--- config.mk ---
export PLATFORM = sky130hd
export DESIGN_NAME = int_res_rd_streamer_flat
export DESIGN_NICKNAME = d
export VERILOG_FILES = /design/src/rtl/int_res_rd_streamer_pkg.sv /design/src/rtl/int_res_rd_streamer_if.sv /design/src/rtl/int_res_rd_streamer_stream_fifo.sv /design/src/rtl/int_res_rd_streamer.sv /design/src/flat_wrapper.sv
export SDC_FILE = /design/constraint.sdc
export NUM_CORES = 1
export LEC_CHECK = 0
export CORE_MARGIN = 3
export CORE_UTILIZATION = 38
export DETAILED_ROUTE_END_ITERATION = 8
export PLACE_DENSITY = 0.7
export SETUP_SLACK_MARGIN = 0.2
export SYNTH_ARGS = -nofsm -noshare
export SYNTH_HDL_FRONTEND = slang
export SYNTH_SLANG_ARGS = --single-unit
--- constraint.sdc ---
create_clock -name clk -period 4.2 [get_ports clk]
set_clock_uncertainty 0.15 [all_clocks]
set_input_delay 0.84 -clock clk [delete_from_list [all_inputs] [get_ports clk]]
set_output_delay 0.84 -clock clk [all_outputs]
set_load 0.01 [all_outputs]
--- src/rtl/int_res_rd_streamer_pkg.sv ---
// Shared types for the intermediate-results read streamer: memory address/data
// types, read width/format selectors and the streamer state encoding.
package int_res_rd_streamer_pkg;

    localparam int INT_RES_ADDR_W = 8;
    localparam int COMP_FX_W      = 32;

    typedef logic [INT_RES_ADDR_W-1:0]  IntResAddr_t;
    typedef logic signed [COMP_FX_W-1:0] CompFx_t;

    typedef enum logic {
        SINGLE_WIDTH = 1'b0,
        DOUBLE_WIDTH = 1'b1
    } DataWidth_t;

    typedef enum logic [2:0] {
        INT_RES_SW_FX_1_X = 3'd0,
        INT_RES_SW_FX_2_X = 3'd1,
        INT_RES_SW_FX_5_X = 3'd2,
        INT_RES_SW_FX_6_X = 3'd3,
        INT_RES_DW_FX     = 3'd4
    } FxFormatIntRes_t;

    typedef enum logic [1:0] {
        IDLE  = 2'd0,
        RUN   = 2'd1,
        DRAIN = 2'd2
    } StreamerState_e;

    // Integer bits of a single-width word; the rest of the 16-bit word is fraction.
    function automatic int unsigned fx_int_bits(input FxFormatIntRes_t f);
        case (f)
            INT_RES_SW_FX_1_X: return 32'd1;
            INT_RES_SW_FX_2_X: return 32'd2;
            INT_RES_SW_FX_5_X: return 32'd5;
            INT_RES_SW_FX_6_X: return 32'd6;
            default:           return 32'd0;
        endcase
    endfunction

endpackage

--- src/rtl/int_res_rd_streamer_if.sv ---
// Memory read port plus the valid/ready output stream of the read streamer.
interface int_res_rd_streamer_if;
    import int_res_rd_streamer_pkg::*;

    logic            mem_rd_en;
    IntResAddr_t     mem_rd_addr;
    DataWidth_t      mem_rd_data_width;
    FxFormatIntRes_t mem_rd_format;
    CompFx_t         mem_rd_data;

    logic            out_valid;
    logic            out_ready;
    CompFx_t         out_data;
    logic            out_last;

    modport master (
        output mem_rd_en, mem_rd_addr, mem_rd_data_width, mem_rd_format,
        input  mem_rd_data,
        output out_valid, out_data, out_last,
        input  out_ready
    );

    modport slave (
        input  mem_rd_en, mem_rd_addr, mem_rd_data_width, mem_rd_format,
        output mem_rd_data,
        input  out_valid, out_data, out_last,
        output out_ready
    );

endinterface

--- src/rtl/int_res_rd_streamer_stream_fifo.sv ---
// Circular buffer with occupancy count and a one-bit "last" sideband per entry.
// Head outputs are forced to zero while the buffer is empty.
module int_res_rd_streamer_stream_fifo #(
    parameter int  DEPTH = 3,
    parameter int  W     = 32,
    localparam int CNT_W = $clog2(DEPTH + 1),
    localparam int PTR_W = (DEPTH > 1) ? $clog2(DEPTH) : 1
) (
    input  logic             clk,
    input  logic             rst_n,
    input  logic             push,
    input  logic [W-1:0]     push_data,
    input  logic             push_last,
    input  logic             pop,
    output logic [W-1:0]     head_data,
    output logic             head_last,
    output logic [CNT_W-1:0] cnt,
    output logic             valid
);

    logic [W-1:0]     data_r [DEPTH];
    logic [DEPTH-1:0] last_r;
    logic [PTR_W-1:0] wr_ptr_r;
    logic [PTR_W-1:0] rd_ptr_r;
    logic [CNT_W-1:0] cnt_r;
    logic             pop_s;

    function automatic logic [PTR_W-1:0] ptr_inc(input logic [PTR_W-1:0] p);
        if (p == PTR_W'(DEPTH - 1)) begin
            return '0;
        end else begin
            return p + PTR_W'(1);
        end
    endfunction

    assign pop_s = pop && (cnt_r != '0);
    assign cnt   = cnt_r;

    // Storage, pointers and occupancy; push and pop together leave the count unchanged.
    always_ff @(posedge clk or negedge rst_n) begin
        if (!rst_n) begin
            for (int i = 0; i < DEPTH; i++) begin
                data_r[i] <= '0;
            end
            last_r   <= '0;
            wr_ptr_r <= '0;
            rd_ptr_r <= '0;
            cnt_r    <= '0;
        end else begin
            if (push) begin
                data_r[wr_ptr_r] <= push_data;
                last_r[wr_ptr_r] <= push_last;
                wr_ptr_r         <= ptr_inc(wr_ptr_r);
            end
            if (pop_s) begin
                rd_ptr_r <= ptr_inc(rd_ptr_r);
            end
            case ({push, pop_s})
                2'b10:   cnt_r <= cnt_r + CNT_W'(1);
                2'b01:   cnt_r <= cnt_r - CNT_W'(1);
                default: cnt_r <= cnt_r;
            endcase
        end
    end

    // Head entry presentation.
    always_comb begin
        valid = (cnt_r != '0);
        if (valid) begin
            head_data = data_r[rd_ptr_r];
            head_last = last_r[rd_ptr_r];
        end else begin
            head_data = '0;
            head_last = 1'b0;
        end
    end

endmodule

--- src/rtl/int_res_rd_streamer.sv ---
// Strided read sequencer for the intermediate-results memory: issues reads under
// a credit limit, absorbs the one-cycle read latency and streams CompFx_t elements.
module int_res_rd_streamer
    import int_res_rd_streamer_pkg::*;
#(
    parameter int BUF_DEPTH = 3,
    parameter int LEN_W     = 10
) (
    input  logic                 clk,
    input  logic                 rst_n,
    input  logic                 start,
    input  IntResAddr_t          base_addr,
    input  IntResAddr_t          stride,
    input  logic [LEN_W-1:0]     len,
    input  DataWidth_t           data_width,
    input  FxFormatIntRes_t      format,
    output logic                 busy,
    output logic                 done,
    int_res_rd_streamer_if.master bus
);

    localparam int CNT_W = $clog2(BUF_DEPTH + 1);

    StreamerState_e  state_r;
    IntResAddr_t     cur_addr_r;
    IntResAddr_t     stride_r;
    logic [LEN_W-1:0] len_r;
    logic [LEN_W-1:0] n_iss_r;
    DataWidth_t      dw_r;
    FxFormatIntRes_t fmt_r;
    logic            inflight_r;
    logic            inflight_last_r;
    logic            busy_r;
    logic            done_r;

    logic [CNT_W-1:0] fifo_cnt_s;
    logic [CNT_W:0]   credit_sum_s;
    logic             issue_s;
    logic             last_issue_s;
    logic             fifo_valid_s;
    logic [$bits(CompFx_t)-1:0] head_data_s;
    logic             head_last_s;
    logic             pop_s;

    assign busy = busy_r;
    assign done = done_r;

    // Credit check on registered occupancy and in-flight read only, so out_ready never reaches mem_rd_en.
    always_comb begin
        credit_sum_s = {1'b0, fifo_cnt_s} + {{CNT_W{1'b0}}, inflight_r};
        last_issue_s = ((n_iss_r + LEN_W'(1)) == len_r);
        if ((state_r == RUN) && (credit_sum_s < (CNT_W + 1)'(BUF_DEPTH))) begin
            issue_s = 1'b1;
        end else begin
            issue_s = 1'b0;
        end
    end

    // Memory read port: pure decode of registered state, job fields zeroed when idle.
    always_comb begin
        if (issue_s) begin
            bus.mem_rd_en         = 1'b1;
            bus.mem_rd_addr       = cur_addr_r;
            bus.mem_rd_data_width = dw_r;
            bus.mem_rd_format     = fmt_r;
        end else begin
            bus.mem_rd_en         = 1'b0;
            bus.mem_rd_addr       = '0;
            bus.mem_rd_data_width = DataWidth_t'(1'b0);
            bus.mem_rd_format     = FxFormatIntRes_t'(3'd0);
        end
    end

    // Job sequencing: latch on start, issue strided reads, wait for the buffer to drain.
    always_ff @(posedge clk or negedge rst_n) begin
        if (!rst_n) begin
            state_r         <= IDLE;
            cur_addr_r      <= '0;
            stride_r        <= '0;
            len_r           <= '0;
            n_iss_r         <= '0;
            dw_r            <= SINGLE_WIDTH;
            fmt_r           <= INT_RES_SW_FX_1_X;
            inflight_r      <= 1'b0;
            inflight_last_r <= 1'b0;
            busy_r          <= 1'b0;
            done_r          <= 1'b0;
        end else begin
            done_r          <= 1'b0;
            inflight_r      <= issue_s;
            inflight_last_r <= issue_s && last_issue_s;
            case (state_r)
                IDLE: begin
                    if (start) begin
                        cur_addr_r <= base_addr;
                        stride_r   <= stride;
                        len_r      <= len;
                        dw_r       <= data_width;
                        fmt_r      <= format;
                        n_iss_r    <= '0;
                        if (len != '0) begin
                            state_r <= RUN;
                            busy_r  <= 1'b1;
                        end else begin
                            done_r  <= 1'b1;
                        end
                    end
                end
                RUN: begin
                    if (issue_s) begin
                        cur_addr_r <= cur_addr_r + stride_r;
                        n_iss_r    <= n_iss_r + LEN_W'(1);
                        if (last_issue_s) begin
                            state_r <= DRAIN;
                        end
                    end
                end
                DRAIN: begin
                    // inflight_r covers the push still pending from the final read.
                    if ((fifo_cnt_s == '0) && !inflight_r) begin
                        done_r  <= 1'b1;
                        busy_r  <= 1'b0;
                        state_r <= IDLE;
                    end
                end
                default: begin
                    state_r <= IDLE;
                    busy_r  <= 1'b0;
                end
            endcase
        end
    end

    assign pop_s = fifo_valid_s && bus.out_ready;

    int_res_rd_streamer_stream_fifo #(
        .DEPTH (BUF_DEPTH),
        .W     ($bits(CompFx_t))
    ) u_fifo (
        .clk       (clk),
        .rst_n     (rst_n),
        .push      (inflight_r),
        .push_data (bus.mem_rd_data),
        .push_last (inflight_last_r),
        .pop       (pop_s),
        .head_data (head_data_s),
        .head_last (head_last_s),
        .cnt       (fifo_cnt_s),
        .valid     (fifo_valid_s)
    );

    assign bus.out_valid = fifo_valid_s;
    assign bus.out_data  = head_data_s;
    assign bus.out_last  = head_last_s;

endmodule

--- src/flat_wrapper.sv ---
// flat-port wrapper written by rule: the top's interface ports become plain ports
module int_res_rd_streamer_flat import int_res_rd_streamer_pkg::*;
#(
    parameter int BUF_DEPTH = 3,
    parameter int LEN_W     = 10
)
  (clk, rst_n, start, base_addr, stride, len, data_width, format, busy, done, bus_mem_rd_en, bus_mem_rd_addr, bus_mem_rd_data_width, bus_mem_rd_format, bus_mem_rd_data, bus_out_valid, bus_out_data, bus_out_last, bus_out_ready);
  int_res_rd_streamer_if bus_i ();
  input  logic clk;
  input  logic rst_n;
  input  logic start;
  input  IntResAddr_t base_addr;
  input  IntResAddr_t stride;
  input  logic [LEN_W-1:0] len;
  input  DataWidth_t data_width;
  input  FxFormatIntRes_t format;
  output logic busy;
  output logic done;
  output wire logic [$bits(bus_i.mem_rd_en)-1:0] bus_mem_rd_en;
  output wire logic [$bits(bus_i.mem_rd_addr)-1:0] bus_mem_rd_addr;
  output wire logic [$bits(bus_i.mem_rd_data_width)-1:0] bus_mem_rd_data_width;
  output wire logic [$bits(bus_i.mem_rd_format)-1:0] bus_mem_rd_format;
  input wire logic [$bits(bus_i.mem_rd_data)-1:0] bus_mem_rd_data;
  output wire logic [$bits(bus_i.out_valid)-1:0] bus_out_valid;
  output wire logic [$bits(bus_i.out_data)-1:0] bus_out_data;
  output wire logic [$bits(bus_i.out_last)-1:0] bus_out_last;
  input wire logic [$bits(bus_i.out_ready)-1:0] bus_out_ready;
  assign bus_mem_rd_en = bus_i.mem_rd_en;
  assign bus_mem_rd_addr = bus_i.mem_rd_addr;
  assign bus_mem_rd_data_width = bus_i.mem_rd_data_width;
  assign bus_mem_rd_format = bus_i.mem_rd_format;
  assign bus_i.mem_rd_data = bus_mem_rd_data;
  assign bus_out_valid = bus_i.out_valid;
  assign bus_out_data = bus_i.out_data;
  assign bus_out_last = bus_i.out_last;
  assign bus_i.out_ready = bus_out_ready;
  int_res_rd_streamer #(.BUF_DEPTH(BUF_DEPTH), .LEN_W(LEN_W)) u_core (.clk(clk), .rst_n(rst_n), .start(start), .base_addr(base_addr), .stride(stride), .len(len), .data_width(data_width), .format(format), .busy(busy), .done(done), .bus(bus_i));
endmodule
==> reports/qor.csv, run 1 <==
metric,value,unit
hold_viol_final,0,
ctsResizeCount,0,
critPathArrivalTime,2.64,ns
outcome,"complete, no violations",
fmax,275,MHz
fin_cells,1025,
max-slew-margin-rel,34.4,%
design.core.area,0.0189,mm²
critPathMaxStageDelay,0.53,ns
p_leak,0.00402,µW
crit_type,register to primary output,
start_kind,register,
cp.required,3.21,ns
finalWorstSetupSlack,0.568,ns
crit_slowest_cell,clkdlybuf4s50_1,
cts-root-buf,clkbuf_16,
dp.final_hpwl,10.8,mm
grt_first_pass_wirelength,27.6,mm
cts_tree,done,
dieArea,0.0211,mm²
highest_layer,met4,
power.share.clock,19.0,%
syn_area,0.00738,mm²
p_switching,3050,µW
maxSlewViolCount,0,
ant_nets,0,
grt_usage,16.0,%
die_h,145,µm
drive_above_1_share,23.0,%
postSynthAreaPerCell,11.5,µm²
fin_util,49.8,%
wl_met1,7.38,mm
path_cells,ha_1 -> ha_1 -> a21oi_1 -> buf_4 -> nand2_1 -> buf_4 -> inv_1 -> clkdlybuf4s50_1,
grt_max_degree,98,
sw_frac_of_total,36.2,%
ios,115,
synth.net_count,722,
cts_hold_buf,0,
nets,831,
fin_tns_setup,0,ns
htree_num_levels,4,
hold-worst-slack,0.350,ns
synthArstFlopShare,100,%
clkSinkCount,151,
drt_iter0_markers,211,
drt-wirelength-per-cell,16.1,µm
post_cts_buffers,0,
netlist_instances,644,
ir_worst_vdd,0.000492,V
fillCellCount,1720,
cts_buffers,17,
place.gp.congestion,0.779,
cp-end-kind,primary output,
seq_area_frac_synth,51.2,%
routed_via_density,5.08,
synth_edf_count,0,
dp_slack,1.03,ns
clk_latency,0.42,ns
maxCapViolations,0,
fin_crit,3.63,ns
post-route-period-util,86.5,%
p_per_area,897,mW/mm²
drc_errors,0,
num_rows,50,
portBuffers,114,
critPathTopFamily,buffers and inverters,
worst_slew_pin_slew,0.982,ns
dr.pass1.iters,4,
comb_power_share,50.4,%
multi_input_area,0.00340,mm²
wl_met3,1.04,mm
diodes,0,
overflow,0,
die_x,145,µm
yosysUniqueCellTypes,52,
grt_antenna_before_repair,0,
cts_buffer_depth,2,
path_clk_slew,0.06,ns
syn2layout_area_growth,27.5,%
yosysWarnings,0,
ys_ff_latch,151,
met2_length,7.97,mm
dp_cells,994,
rsz0062_at_grt,no,
wl,16.5,mm
grt_pass1_vias,5461,
synth-main-ff-cell,dfrtp_1,
path_buf_inv,4,
seqPwrFrac,30.7,%
setup_violations,0,
crit_path_max_fanout,15,
start_util,39.1,%
hold_path_class,register to register,
via_count,5205,
sequential_cell_area,0.00378,mm²
p_int,5380,µW
-- cells in the final DEF (no fill, tap or decap), types with 3 or more instances in the layout --
| cell type | instances |
|---|---|
| buf_4 | 13 |
| a31oi_1 | 3 |
| a21o_1 | 4 |
| nor4_1 | 3 |
| and3_1 | 15 |
| o31ai_1 | 3 |
| dfrtp_1 | 150 |
| mux2_2 | 121 |
| nor3b_1 | 4 |
| clkinv_4 | 3 |
| ha_1 | 11 |
| bufinv_16 | 4 |
| or3_1 | 3 |
| a21oi_1 | 47 |
| clkbuf_16 | 17 |
| xor2_1 | 7 |
| nor2_1 | 79 |
| nand3_1 | 3 |
| nand2_1 | 26 |
| inv_1 | 12 |
| xnor2_1 | 11 |
| mux2i_1 | 35 |
| o21ai_0 | 24 |
| nor2b_1 | 6 |
| clkdlybuf4s50_1 | 113 |
| nor3_1 | 6 |
-- path summary, 6_finish.rpt --
kind | end | slack, ns | from | depth (start not counted)
max in group asynchronous | u_core.u_fifo.data_r[55] | 2.61 | rst_n | 2
min in group asynchronous | u_core.u_fifo.data_r[42] | 0.36 | rst_n | 1
setup reg to reg | u_core.cur_addr_r[6] | 1.45 | u_core.u_fifo.cnt[0] | 12
setup / recovery | bus_mem_rd_en | 0.57 | u_core.u_fifo.cnt[0] | 8
hold / removal | u_core.dw_r | 0.35 | u_core.dw_r | 1
hold reg to reg | u_core.dw_r | 0.35 | u_core.dw_r | 1
-- cell type report --
type                            instances  area share (%)
Tap cell                              260            3.46
Clock buffer                           20            4.75
Inverter                               12           0.479
Multi-Input combinational cell        444            36.1
Sequential cell                       151            40.2
Clock inverter                         11            1.86
Timing Repair Buffer                  127            13.2
-- logic make-up after synthesis --
| logic type | synth area share [%] |
|---|---|
| simple gates | 10.6 |
| mux | 23.2 |
| flops | 51.2 |
| compound gates | 7.77 |
| buf+inv | 2.97 |
| xor+xnor | 2.14 |
| fa+ha+maj | 2.14 |
-- registers in the layout, indices dropped and copies added (netlist names), 2 cells and up --
register                count
u_core.u_fifo.data_r       96
u_core.len_r               10
u_core.n_iss_r             10
u_core.cur_addr_r           8
u_core.stride_r             8
u_core.fmt_r                3
u_core.u_fifo.last_r        3
u_core.state_r              2
u_core.u_fifo.cnt           2
u_core.u_fifo.rd_ptr_r      2
u_core.u_fifo.wr_ptr_r      2
-- cell usage after synthesis, drive strengths merged, types with 4 or more instances --
library cell,number,area share [%]
nor3,7,0.54
nand3,5,0.51
nand2,26,1.3
mux2,121,18
buf,15,1.2
a21oi,47,3.2
xnor2,11,1.3
nor2b,7,0.59
xor2,7,0.83
clkbuf,22,1.1
mux2i,35,4.7
and3,15,1.3
ha,11,1.9
inv,12,0.61
dfrtp,151,51
o21ai,24,1.6
a21o,4,0.41
nor2,81,4.2
nor3b,4,0.41
-- per-layer routing --
| metal | vias up | GRT usage, % |
|---|---|---|
| met1 | 2566 | 20.5 |
| met5 | - | 0 |
| li1 | 2482 | - |
| met2 | 143 | 26.5 |
| met3 | 14 | 5.33 |
| met4 | 0 | 3.99 |
-- through the flow --
stage	cell area [µm²]	power, µW
3_5_place_dp	8790	6870
6_report	9410	8440
5_1_grt	9410	9060
3_3_place_gp	8790	6780
2_1_floorplan	7380	5310
4_1_cts	9410	8520
-- power by group through the flow --
| stage | Clock (µW) | Sequential [µW] | Combinational [µW] |
|---|---|---|---|
| global route | 1710 | 2670 | 4670 |
| finish | 1600 | 2590 | 4250 |
| global placement | 0 | 2570 | 4210 |
| CTS | 1640 | 2580 | 4300 |
| floorplan | 0 | 2460 | 2850 |
| detailed placement | 0 | 2600 | 4270 |
No activity file was read; power rests on OpenSTA's default activity.
==> inputs of run 2 (changes only) <==
- ABC_AREA: unset -> 1
- SETUP_SLACK_MARGIN: 0.2 -> unset
==> reports/qor.csv, run 2 <==
metric,value,unit
fin_crit,3.81,ns
p_leak,0.00478,µW
setup_violations,0,
r2r-start,u_core.inflight_r,
synth.top_cells.by_area,"dfrtp_1, nand2_1, o21ai_0",
min_path_cells,2,
crit_path_max_fanout,19,
syn2layout_area_growth,27.5,%
outcome,"complete, no violations",
cp-startpoint,u_core.inflight_r,
hold_path_class,register to register,
dp.final_hpwl,12.6,mm
ir_worst_vdd,0.000489,V
dp_slack,0.876,ns
netlist_instances,982,
ys_top_cells_by_count,"nand2_1, dfrtp_1, o21ai_0, inv_1, nand3_1",
drt-wirelength-per-cell,14.0,µm
rsz0062_at_grt,no,
post-route-period-util,90.6,%
start_kind,register,
portBuffers,114,
path_clk_slew,0.06,ns
die_x,147,µm
cts-root-buf,clkbuf_16,
via_count,6563,
synth.net_count,1060,
dr.pass1.iters,4,
p_total,8460,µW
cts_buffer_depth,2,
cp-end-kind,primary output,
r2r_end,u_core.cur_addr_r[6],
reg2reg_depth,11,
syn_area,0.00751,mm²
yosysUniqueCellTypes,34,
largest_register,u_core.u_fifo.data_r,
crit_type,register to primary output,
seq_area_frac_synth,50.3,%
wl,18.9,mm
yosysWarnings,0,
maxCapViolations,0,
die_h,147,µm
reg2reg_slack,1.24,ns
fin_tns_setup,0,ns
clk_latency,0.42,ns
largest_reg_flops,96,
overflow,0,
fin_util,50.2,%
critPathMaxStageDelay,0.56,ns
cp.required,3.21,ns
layout_common_cells,"nand2_1, dfrtp_1, o21ai_0, inv_1, clkdlybuf4s50_1",
grt_first_pass_wirelength,31.9,mm
drt_iter0_markers,350,
routed_via_density,4.84,
crit_slowest_cell,clkdlybuf4s50_1,
ios,115,
max-slew-margin-rel,37.7,%
hp-start,u_core.busy,
htree_num_levels,4,
finalWorstSetupSlack,0.395,ns
nets,1162,
cts_tree,done,
clkSinkCount,151,
synth_edf_count,0,
hold_end,u_core.busy,
place.gp.congestion,0.854,
ctsResizeCount,0,
drive_above_1_share,6.39,%
cpMostUsedCell,ha_1,
cts_hold_buf,0,
critPathArrivalTime,2.82,ns
ys_ff_latch,151,
yosys.area.top_type_share,50.3,%
diodes,0,
top_regs,"u_core.u_fifo.data_r x96, u_core.len_r x10, u_core.n_iss_r x10",
final_common_cell,nand2_1,
synth.most_common_cell,nand2_1,
fmax,263,MHz
p_per_area,884,mW/mm²
grt_antenna_before_repair,1,
drc_errors,0,
maxSlewViolCount,0,
path_cells,ha_1 -> ha_1 -> a21oi_1 -> inv_1 -> nor2_4 -> inv_2 -> nor2_1 -> clkdlybuf4s50_1,
design.core.area,0.0191,mm²
synthArstFlopShare,100,%
grt_usage,18.1,%
grt_pass1_vias,6470,
postSynthAreaPerCell,7.64,µm²
start_util,39.3,%
worst_slew_pin_slew,0.935,ns
grt_max_degree,103,
hold_viol_final,0,
cts_buffers,17,
synth_top_area_cell,dfrtp_1,
dieArea,0.0215,mm²
num_rows,50,
synth-main-ff-cell,dfrtp_1,
ant_nets,0,
post_cts_buffers,0,
-- run 2: changes by cell type after synthesis, sizes merged, moves of 8 or more --
| cell | previous run | this run |
|---|---|---|
| mux2i | 35 | 0 |
| nand3 | 5 | 98 |
| xnor2 | 11 | 3 |
| nand2 | 26 | 333 |
| nor2 | 81 | 42 |
| mux2 | 121 | 0 |
| inv | 12 | 122 |
| a21oi | 47 | 18 |
| o21ai | 24 | 129 |
| and3 | 15 | 1 |
-- run 2: area by class of cell --
cell class                      count  area [µm²]
Fill cell                        1811        9510
Clock buffer                       19         443
Inverter                          124         465
Timing Repair Buffer              128        1260
Sequential cell                   151        3780
Multi-Input combinational cell    662        3100
Tap cell                          260         325
Clock inverter                     11         196
-- run 2: worst max path at each step --
stage | to | slack, ns | cells after the start
floorplan | bus_mem_rd_addr[0] | 1.42 | 8
global placement | bus_mem_rd_addr[3] | 0.95 | 8
detailed placement | bus_mem_rd_addr[3] | 0.88 | 8
CTS | bus_mem_rd_addr[3] | 0.40 | 8
global route | bus_mem_rd_addr[3] | 0.17 | 8
finish | bus_mem_rd_addr[3] | 0.39 | 8
-- run 2: cells by family (layout without fill, tap and decap cells) --
group                    count (synthesis)  after routing  synth area share, %
AO/OA/AOI/OAI                          160            160                 11.1
XOR/XNOR                                 5              5                0.583
adder cells (fa/ha/maj)                 12             12                 2.10
buffers and inverters                  169            282                 8.63
flip-flops                             151            151                 50.3
AND/OR/NAND/NOR                        485            485                 27.2
-- run 2: routing by layer --
layer  vias to the layer above  GRT usage (%)  part of all wire, %
met1                      3028           23.9                   46
li1                       3316              -                    -
met5                         -              0                0.069
met3                        24           5.65                  6.8
met4                         2           4.56                  1.2
met2                       193           29.1                   46
-- run 2: power by group --
group / total [µW] / switching [µW] / internal, µW
combinational: 4210 / 2490 / 1730
sequential: 2580 / 416 / 2170
clock: 1660 / 596 / 1070
total: 8460 / 3500 / 4960
-- run 2: through the flow --
stage	hold WS (ns)	cell area (µm²)	std cells
2_1_floorplan	0.272	7510	982
3_3_place_gp	0.312	8930	1325
3_5_place_dp	0.312	8930	1325
4_1_cts	0.325	9570	1355
5_1_grt	0.341	9570	1355
6_report	0.323	9570	1355
-- run 2: critical path, delay by kind of cell (launching register included) --
family	cells	cell delay, ns
adder cells (fa/ha/maj)	2	0.48
buffers and inverters	3	0.91
AND/OR/NAND/NOR	2	0.34
flip-flops	1	0.46
AO/OA/AOI/OAI	1	0.20
